**src/rtl/sbox_feeder_masked.sv**
```systemverilog
// Stream front-end for the first-order two-share masked S-box datapath.
// Presents input shares, counts Synch pulses, captures the result and supplies Fresh randomness.
module sbox_feeder_masked #(
    parameter int unsigned ROUNDS    = 4,
    parameter logic [3:0]  START_VAL = 4'h0,
    parameter logic [31:0] LFSR_SEED = 32'h1ACE_B00C,
    parameter int unsigned FRESH_W   = 16
) (
    input  logic               clk,
    input  logic               rst,
    input  logic               in_valid,
    output logic               in_ready,
    input  logic [7:0]         in_s0,
    input  logic [7:0]         in_s1,
    output logic [7:0]         value_in_s0,
    output logic [7:0]         value_in_s1,
    output logic [3:0]         start,
    output logic               load,
    input  logic               Synch,
    input  logic [7:0]         value_out_s0,
    input  logic [7:0]         value_out_s1,
    output logic [FRESH_W-1:0] Fresh,
    output logic               out_valid,
    input  logic               out_ready,
    output logic [7:0]         out_s0,
    output logic [7:0]         out_s1
);

    // An all-zero seed would lock the LFSR, so it is replaced by 1.
    localparam logic [31:0] LFSR_INIT = (LFSR_SEED == 32'h0) ? 32'h1 : LFSR_SEED;
    localparam logic [3:0]  ROUNDS_C  = 4'(ROUNDS);

    typedef enum logic [2:0] {
        IDLE,
        LOAD,
        RUN,
        CAPTURE,
        HOLD
    } state_t;

    state_t      state_q;
    logic [31:0] lfsr_q;
    logic [31:0] lfsr_d;
    logic [3:0]  sync_cnt_q;
    logic [3:0]  sync_cnt_d;
    logic        in_ready_q;
    logic        load_q;
    logic        out_valid_q;
    logic [3:0]  start_q;
    logic [7:0]  value_in_s0_q;
    logic [7:0]  value_in_s1_q;
    logic [7:0]  out_s0_q;
    logic [7:0]  out_s1_q;

    // Fibonacci feedback for x^32 + x^22 + x^2 + x + 1.
    always_comb begin
        lfsr_d = {lfsr_q[30:0], lfsr_q[31] ^ lfsr_q[21] ^ lfsr_q[1] ^ lfsr_q[0]};
    end

    assign sync_cnt_d = sync_cnt_q + 4'd1;

    always_ff @(posedge clk or negedge rst) begin
        if (!rst) begin
            state_q       <= IDLE;
            lfsr_q        <= LFSR_INIT;
            sync_cnt_q    <= 4'd0;
            in_ready_q    <= 1'b0;
            load_q        <= 1'b1;
            out_valid_q   <= 1'b0;
            start_q       <= START_VAL;
            value_in_s0_q <= 8'h00;
            value_in_s1_q <= 8'h00;
            out_s0_q      <= 8'h00;
            out_s1_q      <= 8'h00;
        end else begin
            lfsr_q <= lfsr_d;
            case (state_q)
                IDLE: begin
                    in_ready_q <= 1'b1;
                    if (in_valid && in_ready_q) begin
                        value_in_s0_q <= in_s0;
                        value_in_s1_q <= in_s1;
                        in_ready_q    <= 1'b0;
                        state_q       <= LOAD;
                    end
                end
                LOAD: begin
                    start_q    <= START_VAL;
                    load_q     <= 1'b0;
                    sync_cnt_q <= 4'd0;
                    state_q    <= RUN;
                end
                RUN: begin
                    // Capture on the very edge of the final pulse so out_valid rises the next cycle.
                    if (Synch) begin
                        sync_cnt_q <= sync_cnt_d;
                        if (sync_cnt_d == ROUNDS_C) begin
                            out_s0_q    <= value_out_s0;
                            out_s1_q    <= value_out_s1;
                            out_valid_q <= 1'b1;
                            state_q     <= CAPTURE;
                        end
                    end
                end
                CAPTURE, HOLD: begin
                    if (out_ready) begin
                        out_valid_q <= 1'b0;
                        in_ready_q  <= 1'b1;
                        load_q      <= 1'b1;
                        state_q     <= IDLE;
                    end else begin
                        state_q <= HOLD;
                    end
                end
                default: state_q <= IDLE;
            endcase
        end
    end

    assign in_ready    = in_ready_q;
    assign load        = load_q;
    assign start       = start_q;
    assign out_valid   = out_valid_q;
    assign value_in_s0 = value_in_s0_q;
    assign value_in_s1 = value_in_s1_q;
    assign out_s0      = out_s0_q;
    assign out_s1      = out_s1_q;
    assign Fresh       = lfsr_q[FRESH_W-1:0];

endmodule
```
**config.mk**
```make
export PLATFORM = sky130hd
export DESIGN_NAME = sbox_feeder_masked
export DESIGN_NICKNAME = d
export VERILOG_FILES = /design/src/rtl/sbox_feeder_masked.sv
export SDC_FILE = /design/constraint.sdc
export NUM_CORES = 1
export LEC_CHECK = 0
export ABC_AREA = 1
export BUFFER_PORTS_ARGS = -buffer_cell sky130_fd_sc_hd__buf_2
export CAP_MARGIN = 20
export CELL_PAD_IN_SITES_DETAIL_PLACEMENT = 0
export CELL_PAD_IN_SITES_GLOBAL_PLACEMENT = 2
export CORE_MARGIN = 8
export CORE_UTILIZATION = 31
export DETAILED_ROUTE_END_ITERATION = 10
export GPL_TIMING_DRIVEN = 1
export PLACE_DENSITY_LB_ADDON = 0.12
export SETUP_SLACK_MARGIN = 0.4
export SLEW_MARGIN = 20
export SYNTH_ARGS = -nofsm -noshare
export SYNTH_HDL_FRONTEND = slang
export SYNTH_SLANG_ARGS = --single-unit
export TNS_END_PERCENT = 100
```
**constraint.sdc**
```tcl
create_clock -name clk -period 1.8 [get_ports clk]
set_input_delay 0.45 -clock clk [delete_from_list [all_inputs] [get_ports clk]]
set_output_delay 0.45 -clock clk [all_outputs]
set_load 0.1 [all_outputs]
```
**Word-level counts from Yosys, hierarchy flattened**

Index checks and enable logic that the tools add are counted.

- Register bits: 74
- Word-level logic and storage cells: 52
- Input bits: 37
- Output and inout port bits: 55

- Add/subtract/negate cells: 1
- Multiplexer cells: 15
- Equality and inequality tests: 9
- Bitwise operators: 3
- Reductions and logical operators: 14

Operator list:

| operator | count |
|---|---|
| $mux W3 | 4 |
| $pmux W3 S4 | 1 |
| $ne A2 B2 Y1 const B | 4 |
| $pmux W4 S2 | 1 |
| $reduce_and A2 Y1 | 4 |
| $reduce_bool A2 Y1 | 4 |
| $eq A3 B2 Y1 const B | 2 |
| $pmux W1 S2 | 3 |
| $reduce_and A3 Y1 | 2 |
| $mux W1 | 5 |
| $add A4 B1 Y4 const B | 1 |
| $eq A4 B3 Y1 const B | 1 |
| $mux W4 | 1 |
| $reduce_and A4 Y1 | 1 |
| $eq A3 B1 Y1 const B | 1 |
| $eq A3 B3 Y1 const B | 1 |
| $logic_not A3 Y1 | 1 |
| $xor A1 B1 Y1 | 3 |
| $reduce_or A2 Y1 | 1 |
| $logic_and A1 B1 Y1 | 1 |

**Longest topological paths before layout**

Gate-level depths: netlist of run 1.

- Word-level depth: 5
- Depth in mapped cells: 9
- Depth with buffers taken out: 8

**Worst setup path before layout of run 1**

Ideal clock, no wire load.

- Kind: register -> register
- Start: register in_ready_q, in the netlist in_ready
- End: register value_in_s0_q[0], in the netlist value_in_s0[0]
- Cell stages (with the launch flop): 5
- Slack: 157 ps
- Buffers on the path: 1
- Setup time: 120 ps
- Required time: 1680 ps
- Arrival: 1523 ps
- Period minus slack after synthesis: 1643 ps
- Cell sequence: dfrtp_1 nand3_4 buf_2 nand2_1 nand2_1

- Longest elaborated chain between the ends: 2

Ends and longest elaborated chain:

| element | line | RTL |
|---|---|---|
| from (decl) | 46 | `logic in_ready_q;` |
| from (signal assigned) | 67 | `in_ready_q <= 1'b0;` |
| from (signal assigned) | 79 | `in_ready_q <= 1'b1;` |
| from (signal assigned) | 83 | `in_ready_q <= 1'b0;` |
| $logic_and A1 B1 Y1 | 80 | `if (in_valid && in_ready_q) begin` |
| $reduce_and A2 Y1 (no line) | - |  |
| to (signal assigned) | 81 | `value_in_s0_q <= in_s0;` |
| to (decl) | 50 | `logic [7:0] value_in_s0_q;` |

No other way between the ends.
A chain may end at the register's enable or synchronous reset.

**Worst setup path after layout of run 1**

- Start: register lfsr_q[3]
- End: output port Fresh[3]

RTL lines:

| element | line | RTL |
|---|---|---|
| from (decl) | 42 | `logic [31:0] lfsr_q;` |
| from (signal assigned) | 76 | `lfsr_q <= lfsr_d;` |
| to (decl) | 22 | `output logic [FRESH_W-1:0] Fresh,` |

No word-level cell between the ends.

==> results of run 1 <==
## registers in the layout (all words and copies together), names as in the netlist, 3 cells and up
| register | flops |
|---|---|
| value_in_s1 | 8 |
| lfsr_q | 32 |
| out_s0 | 8 |
| state_q | 3 |
| out_s1 | 8 |
| sync_cnt_q | 4 |
| value_in_s0 | 8 |
## final cells by class
class                      instances  area [sq um]  area share [%]
inverter                           8         37.54          0.8009
multi-input combinational        147         795.8           16.98
clock inverter                     6         97.59           2.082
timing repair buffer             134          1612           34.38
sequential                        74          1872           39.94
tap                              108         135.1           2.883
clock buffer                      10         137.6           2.936
## synth_stat cells, drive strengths merged
library cell and number:
a21oi 1, buf 27, conb 1, dfrtp 60
dfstp 14, ha 2, inv 8, nand2 99
nand3 8, nand4 17, nor2 5, o21ai 2
o22ai 2, xnor2 2, xor2 1
## what timing repair did
action                                  in CTS  in global routing
buffers inserted                            13                 26
pin swaps                                    4                  9
gates cloned                                 3                  2
endpoints found under the setup margin      69                 89
gates resized for setup                    209                 21
## cell families (layout without fill, tap and decap cells)
group | Yosys count | in the layout | share of synthesized area (%)
AND/OR/NAND/NOR | 129 | 133 | 21.38
other | 1 | 4 | 0.1346
XOR/XNOR | 3 | 3 | 0.9436
buffers and inverters | 35 | 158 | 8.536
AO/OA/AOI/OAI | 5 | 5 | 0.9881
adder cells (fa/ha/maj) | 2 | 2 | 0.8983
flip-flops | 74 | 74 | 67.12
## through the flow
| stage | std cells | instance area [sq um] | total power, mW | hold slack, ns |
|---|---|---|---|---|
| 6_report | 487 | 4687 | 8.004 | 0.05185 |
| 5_1_grt | 487 | 4687 | 8.395 | 0.06934 |
| 4_1_cts | 459 | 4400 | 7.837 | 0.05080 |
| 3_5_place_dp | 427 | 3236 | 5.303 | 0.3373 |
| 3_3_place_gp | 427 | 3236 | 5.301 | 0.3335 |
| 2_1_floorplan | 252 | 2803 | 4.753 | 0.1544 |
## layer usage
metal / GRT usage (%) / routed length (um) / up-vias
li1: - / - / 1033
met1: 16.05 / 3408 / 978
met2: 16.22 / 3201 / 75
met3: 4.762 / 565 / 8
met4: 4.595 / 68 / 0
met5: 0 / 0 / -
## report_power, final
part,internal (mW),switching [mW]
logic,1.47,2.71
registers,1.99,0.350
clock network,0.838,0.654
## final timing paths
check / from / to / slack, ns / depth (start not counted)
worst min register to register: lfsr_q[30]$_DFF_PN0_ / lfsr_q[31]$_DFF_PN0_ / 0.35 / 0
worst max-delay path: lfsr_q[3]$_DFF_PN1_ / Fresh[3] / 0.26 / 1
worst min-delay path: rst / out_s1[1]$_DFFE_PN0P_ / 0.05 / 1
min in group clk: out_ready / state_q[2]$_DFFE_PN0P_ / 0.30 / 2
worst max register to register: sync_cnt_q[1]$_DFFE_PN0P_ / out_s1[7]$_DFFE_PN0P_ / 0.37 / 9
max in group asynchronous: rst / load$_DFFE_PN1P_ / 1.19 / 2
==> summary.md, run 1 <==
| Metric | Value |
|---|---|
| Num ports | 92 |
| CP max stage cell | dfstp_2 |
| Worst path buffer plus inverter count | 1 |
| CP max stage delay | 0.57 ns |
| DR iter-0 viols | 68 |
| # H-tree levels | 3 |
| Critical Path Source Type | flip-flop |
| FP Rows | 34 |
| Mapped cell area | 0.002785 sq mm |
| Critical path class | flip-flop to output port |
| Post-layout minimum cycle time | 1.543 ns |
| Port-buffer cells | 87 |
| #FFs+latches synth | 74 |
| Total track usage | 11.82% |
| Total CTS buffers | 9 |
| Cell type with the largest total area after synthesis | dfrtp_1 |
| Clock tree buffer depth | 2 |
| Final setup vio count | 0 |
| Sink Count | 74 |
| Most frequent cells in the layout | nand2_1 (86), dfrtp_1 (58), buf_12 (52) |
| Clk_lat worst skew | 0.34 ns |
| Post-synth top area share | 53.91% |
| Util after Layout | 53.74% |
| Clk_skew | 0.007680 ns |
| Drt drc | 0 |
| Family with the most delay on the worst path | flip-flops |
| Initial antenna violation count | 0 |
| N_diodes | 0 |
| TritonCTS clock tree | built |
| Die H | 110.8 um |
| Core Box Area | 0.008721 sq mm |
| RSZ-0062 raised after global routing | yes |
| Max capacitance violation total | 0 |
| Status | finished clean |
| Min-Delay Path Class | input port to asynchronous set/reset pin |
| Worst path arrival time | 1.09 ns |
| Setup crit end kind | output port |
| Vias in the first global route | 2,167 |
| Final ANT Viol Nets | 0 |
| Max FO, Critical Path | 2 |
| Initial Utilization | 31.94% |
| Detail Placement HPWL | 4626 um |
| Final Wtd Congestion | 0.7053 |
| Routed vias | 2,094 |
| Place WS | 0.2858 ns |
| Final wirelength | 7244 um |
| CTS clk-pin slew, worst paths | 0.09 ns |
| Largest net degree at the start of global routing | 35 |
| Wirelength per Cell | 14.87 um |
| Vias per cell | 4.300 |
| Required time of the critical path | 1.35 ns |
| Achievable Freq | 648.0 MHz |
| GR Overflow Total | 0 |
| Worst-path cell chain | buf_12 |
| Synth Instances | 249 |
| Area Growth Syn to Fin | 68.28% |
| Final Hold Vio Count | 0 |
| Post-layout net count | 413 |
| DR pass1 iterations | 4 |
| Synth unique cells | 24 |
| Total negative slack | 0 ns |
| PnR worst setup slack | 0.2568 ns |
| Die W | 110.8 um |
| Fillcell total | 758 |
| Synthesized area per cell | 11.19 sq um |
| Area contributors post-synth | dfrtp_1 (54%), dfstp_2 (13%), nand2_1 (13%) |
| Ys Warns | 0 |
| Register area share after synthesis | 67.12% |
| Die area | 0.01227 sq mm |
| Total power divided by cell area | 1708 mW/mm^2 |
| Pleak | 2.355 nW |
| CTS root buffer | clkbuf_8 |
| Final period util | 85.73% |
| CTS Hold Bufs | 0 |
| Peak VDD IR | 1.161 mV |
| Share of layout cells above drive strength 1 | 50.92% |
| First-pass GRT wire length | 11,790 um |
| Most common cell after layout, fill and taps aside | nand2_1 |
| Pins Over Slew Limit | 0 |
(Power assumes the default switching activity.)
==> inputs of run 2 (changes only) <==
--- a/config.mk
+++ b/config.mk
@@ -5,13 +5,12 @@
 export SDC_FILE = /design/constraint.sdc
 export NUM_CORES = 1
 export LEC_CHECK = 0
-export ABC_AREA = 1
 export BUFFER_PORTS_ARGS = -buffer_cell sky130_fd_sc_hd__buf_2
 export CAP_MARGIN = 20
 export CELL_PAD_IN_SITES_DETAIL_PLACEMENT = 0
 export CELL_PAD_IN_SITES_GLOBAL_PLACEMENT = 2
 export CORE_MARGIN = 8
-export CORE_UTILIZATION = 31
+export CORE_UTILIZATION = 33
 export DETAILED_ROUTE_END_ITERATION = 10
 export GPL_TIMING_DRIVEN = 1
 export PLACE_DENSITY_LB_ADDON = 0.12
==> summary.md, run 2 <==
| Metric | Value |
|---|---|
| Status | finished clean |
| Vias per cell | 4.363 (+1.5%) |
| Post-layout net count | 326 (-21%) |
| Die area | 0.01165 sq mm (-5.1%) |
| Cell type with the largest total area after synthesis | dfrtp_1 |
| Post-synth top area share | 53.84% (-0.073 points) |
| Area contributors post-synth | dfrtp_1 (54%), dfstp_2 (13%), mux2_2 (10%) |
| Drt drc | 0 (unchanged) |
| Final wirelength | 6292 um (-13%) |
| Min-Delay Path Class | input port to asynchronous set/reset pin |
| FP Rows | 33 (-2.9%) |
| Placed cell count | 363 (-15%) |
| Internal | 4.699 mW (+9.4%) |
| Setup crit end kind | flip-flop |
| Num ports | 92 (unchanged) |
| Clk_skew | 0.005318 ns (-0.002362 ns) |
| Comb power frac | 55.6% (+3.5 points) |
| Synthesized area per cell | 15.41 sq um (+38%) |
| First-pass GRT wire length | 10,300 um (-13%) |
| Critical Path Source Type | flip-flop |
| Critical path class | flip-flop to flip-flop |
| Core Box Area | 0.008217 sq mm (-5.8%) |
| Most frequent cells in the layout | dfrtp_1 (58), buf_12 (50), buf_2 (35) |
| Total track usage | 11.42% (-0.40 points) |
| Final ANT Viol Nets | 0 (unchanged) |
| Die W | 107.9 um (-2.6%) |
| RSZ-0062 raised after global routing | yes |
| Max reg flops | 32 (unchanged) |
| Synth unique cells | 31 (+29%) |
| Wirelength per Cell | 15.85 um (+6.5%) |
| Total power divided by cell area | 1933 mW/mm^2 (+13%) |
| CTS Hold Bufs | 0 (unchanged) |
| #FFs+latches synth | 74 (unchanged) |
| Area Growth Syn to Fin | 60.30% |
| Share of layout cells above drive strength 1 | 65.07% (+14 points) |
| N_diodes | 0 (unchanged) |
| Async set-reset flop share out of synthesis | 100.0% (unchanged) |
| Ys Warns | 0 (unchanged) |
| Clock tree buffer depth | 2 (unchanged) |
| Final period util | 92.32% (+6.6 points) |
| Total CTS buffers | 9 (unchanged) |
| Peak VDD IR | 1.387 mV (+19%) |
| Pins Over Slew Limit | 0 (unchanged) |
| Max FO, Critical Path | 8 (+6) |
| Register area share after synthesis | 67.03% (-0.090 points) |
| Vias in the first global route | 1,956 (-9.7%) |
| Final Wtd Congestion | 0.6418 (-9.0%) |
| Die H | 107.9 um (-2.6%) |
| Number of flops mapped to enable cells by yosys | 0 (unchanged) |
| Clk_lat worst skew | 0.33 ns (about the same) |
| Top-count cell post-synth | dfrtp_1 |
| Top_reg_cell synth | dfrtp_1 |
| CTS root buffer | clkbuf_8 |
| Most flops, register | lfsr_q |
| Initial Utilization | 33.94% (+2.0 points) |
| DR iter-0 viols | 49 (-28%) |
| Clock Power Share | 16.0% (-2.6 points) |
| Final Hold Vio Count | 0 (unchanged) |
| Sw Pwr | 3.944 mW (+6.3%) |
| Initial antenna violation count | 0 (unchanged) |
| Synth Instances | 181 (-27%) |
| # H-tree levels | 3 (unchanged) |
| Worst path arrival time | 1.88 ns (+0.79 ns) |
| Post-layout minimum cycle time | 1.662 ns (+0.1186 ns) |
| Tightest hold margin | 0.02454 ns (-0.02731 ns) |
| Required time of the critical path | 2.02 ns (+0.67 ns) |
| Fillcell total | 697 (-8.0%) |
| Max capacitance violation total | 0 (unchanged) |
| Routed vias | 1,732 (-17%) |
| R2R cell count | 6 (-3) |
| Mapped cell area | 0.002789 sq mm (+0.13%) |
| TritonCTS clock tree | built |
| Most common cell after layout, fill and taps aside | dfrtp_1 |
| Largest net degree at the start of global routing | 51 (+46%) |
| Post-synth top cells | dfrtp_1 (60), mux2_2 (26), buf_4 (20) |
| Total negative slack | 0 ns (unchanged) |
| R2R Setup Slk | 0.14 ns (-0.23 ns) |
| GR Overflow Total | 0 (unchanged) |
| Final setup vio count | 0 (unchanged) |
| CTS clk-pin slew, worst paths | 0.07 ns (-0.02 ns) |
| Sequential power share | 28.3% (-0.9 points) |
| Sw Share | 45.63% (-0.72 points) |
| Detail Placement HPWL | 4167 um (-9.9%) |
| Fin cells | 397 (-18%) |
| Achievable Freq | 601.8 MHz (-7.1%) |
| Port-buffer cells | 87 (unchanged) |
| Pleak | 2.156 nW (-8.5%) |
| Sink Count | 74 (unchanged) |
| DR pass1 iterations | 4 (unchanged) |
run 2: worst paths after layout:
path,start,end
setup / recovery,sync_cnt_q[1]$_DFFE_PN0P_,out_s0[3]$_DFFE_PN0P_
hold / removal,rst,value_in_s1[6]$_DFFE_PN0P_
setup reg to reg,sync_cnt_q[1]$_DFFE_PN0P_,out_s0[3]$_DFFE_PN0P_
hold reg to reg,lfsr_q[30]$_DFF_PN0_,lfsr_q[31]$_DFF_PN0_
max in group asynchronous,rst,lfsr_q[22]$_DFF_PN1_
min in group clk,out_ready,state_q[2]$_DFFE_PN0P_
run 2: metal layers:
| metal | vias to the layer above | track usage [%] | wire (um) |
|---|---|---|---|
| met2 | 51 | 18.33 | 3259 |
| met3 | 6 | 6.008 | 486 |
| met5 | - | 0 | 0 |
| met1 | 879 | 13.04 | 2493 |
| met4 | 0 | 3.171 | 53 |
| li1 | 796 | - | - |
run 2: cell families after synthesis:
family / share of synthesized area [%]
flip-flops: 67.03
multiplexers: 14.80
buffers and inverters: 6.864
AND/OR/NAND/NOR: 5.070
AO/OA/AOI/OAI: 3.320
XOR/XNOR: 1.884
adder cells (fa/ha/maj): 0.8971
other: 0.1345
run 2: per-stage QoR:
stage / instance area (sq um) / setup WS [ns] / total power, mW / utilization (%)
floorplan: 2814 / 0.08544 / 5.306 / -
global placement: 3309 / 0.1498 / 5.985 / 40.28
detailed placement: 3309 / 0.1090 / 5.995 / 40.28
CTS: 4233 / 0.1155 / 8.397 / 51.52
global route: 4471 / 0.07171 / 9.014 / 54.41
finish: 4471 / 0.1382 / 8.643 / 54.41
run 2: final cells by class:
cell class / instances / area (sq um) / share of cell area (%)
clock buffers: 10 / 127.6 / 2.855
clock inverters: 6 / 91.34 / 2.043
repair buffers: 117 / 1464 / 32.75
inverters: 2 / 7.507 / 0.1679
multi-input cells: 83 / 774.5 / 17.32
well taps: 105 / 131.4 / 2.939
flip-flops and latches: 74 / 1874 / 41.93
run 2: worst max-delay path, stage by stage, from the launching register on:
cell,delay (ns)
dfrtp_1,0.41
ha_4,0.19
xnor2_2,0.13
nor3b_2,0.23
nand3_4,0.13
buf_12,0.17
mux2_4,0.29
run 2: power by group through the flow:
stage               registers, mW  logic (mW)  clock network, mW
floorplan                    4.54       0.771                  0
global placement             2.27        3.71                  0
detailed placement           2.28        3.71                  0
CTS                          2.40        4.53               1.46
global route                 2.50        4.98               1.54
finish                       2.45        4.81               1.39
run 2: repair_timing:
action,4_1_cts,5_1_grt
setup endpoints to repair,85,84
pin swaps,1,0
buffers inserted,8,9
gates cloned,0,1
hold endpoints to repair,0,0
gates resized for setup,179,29
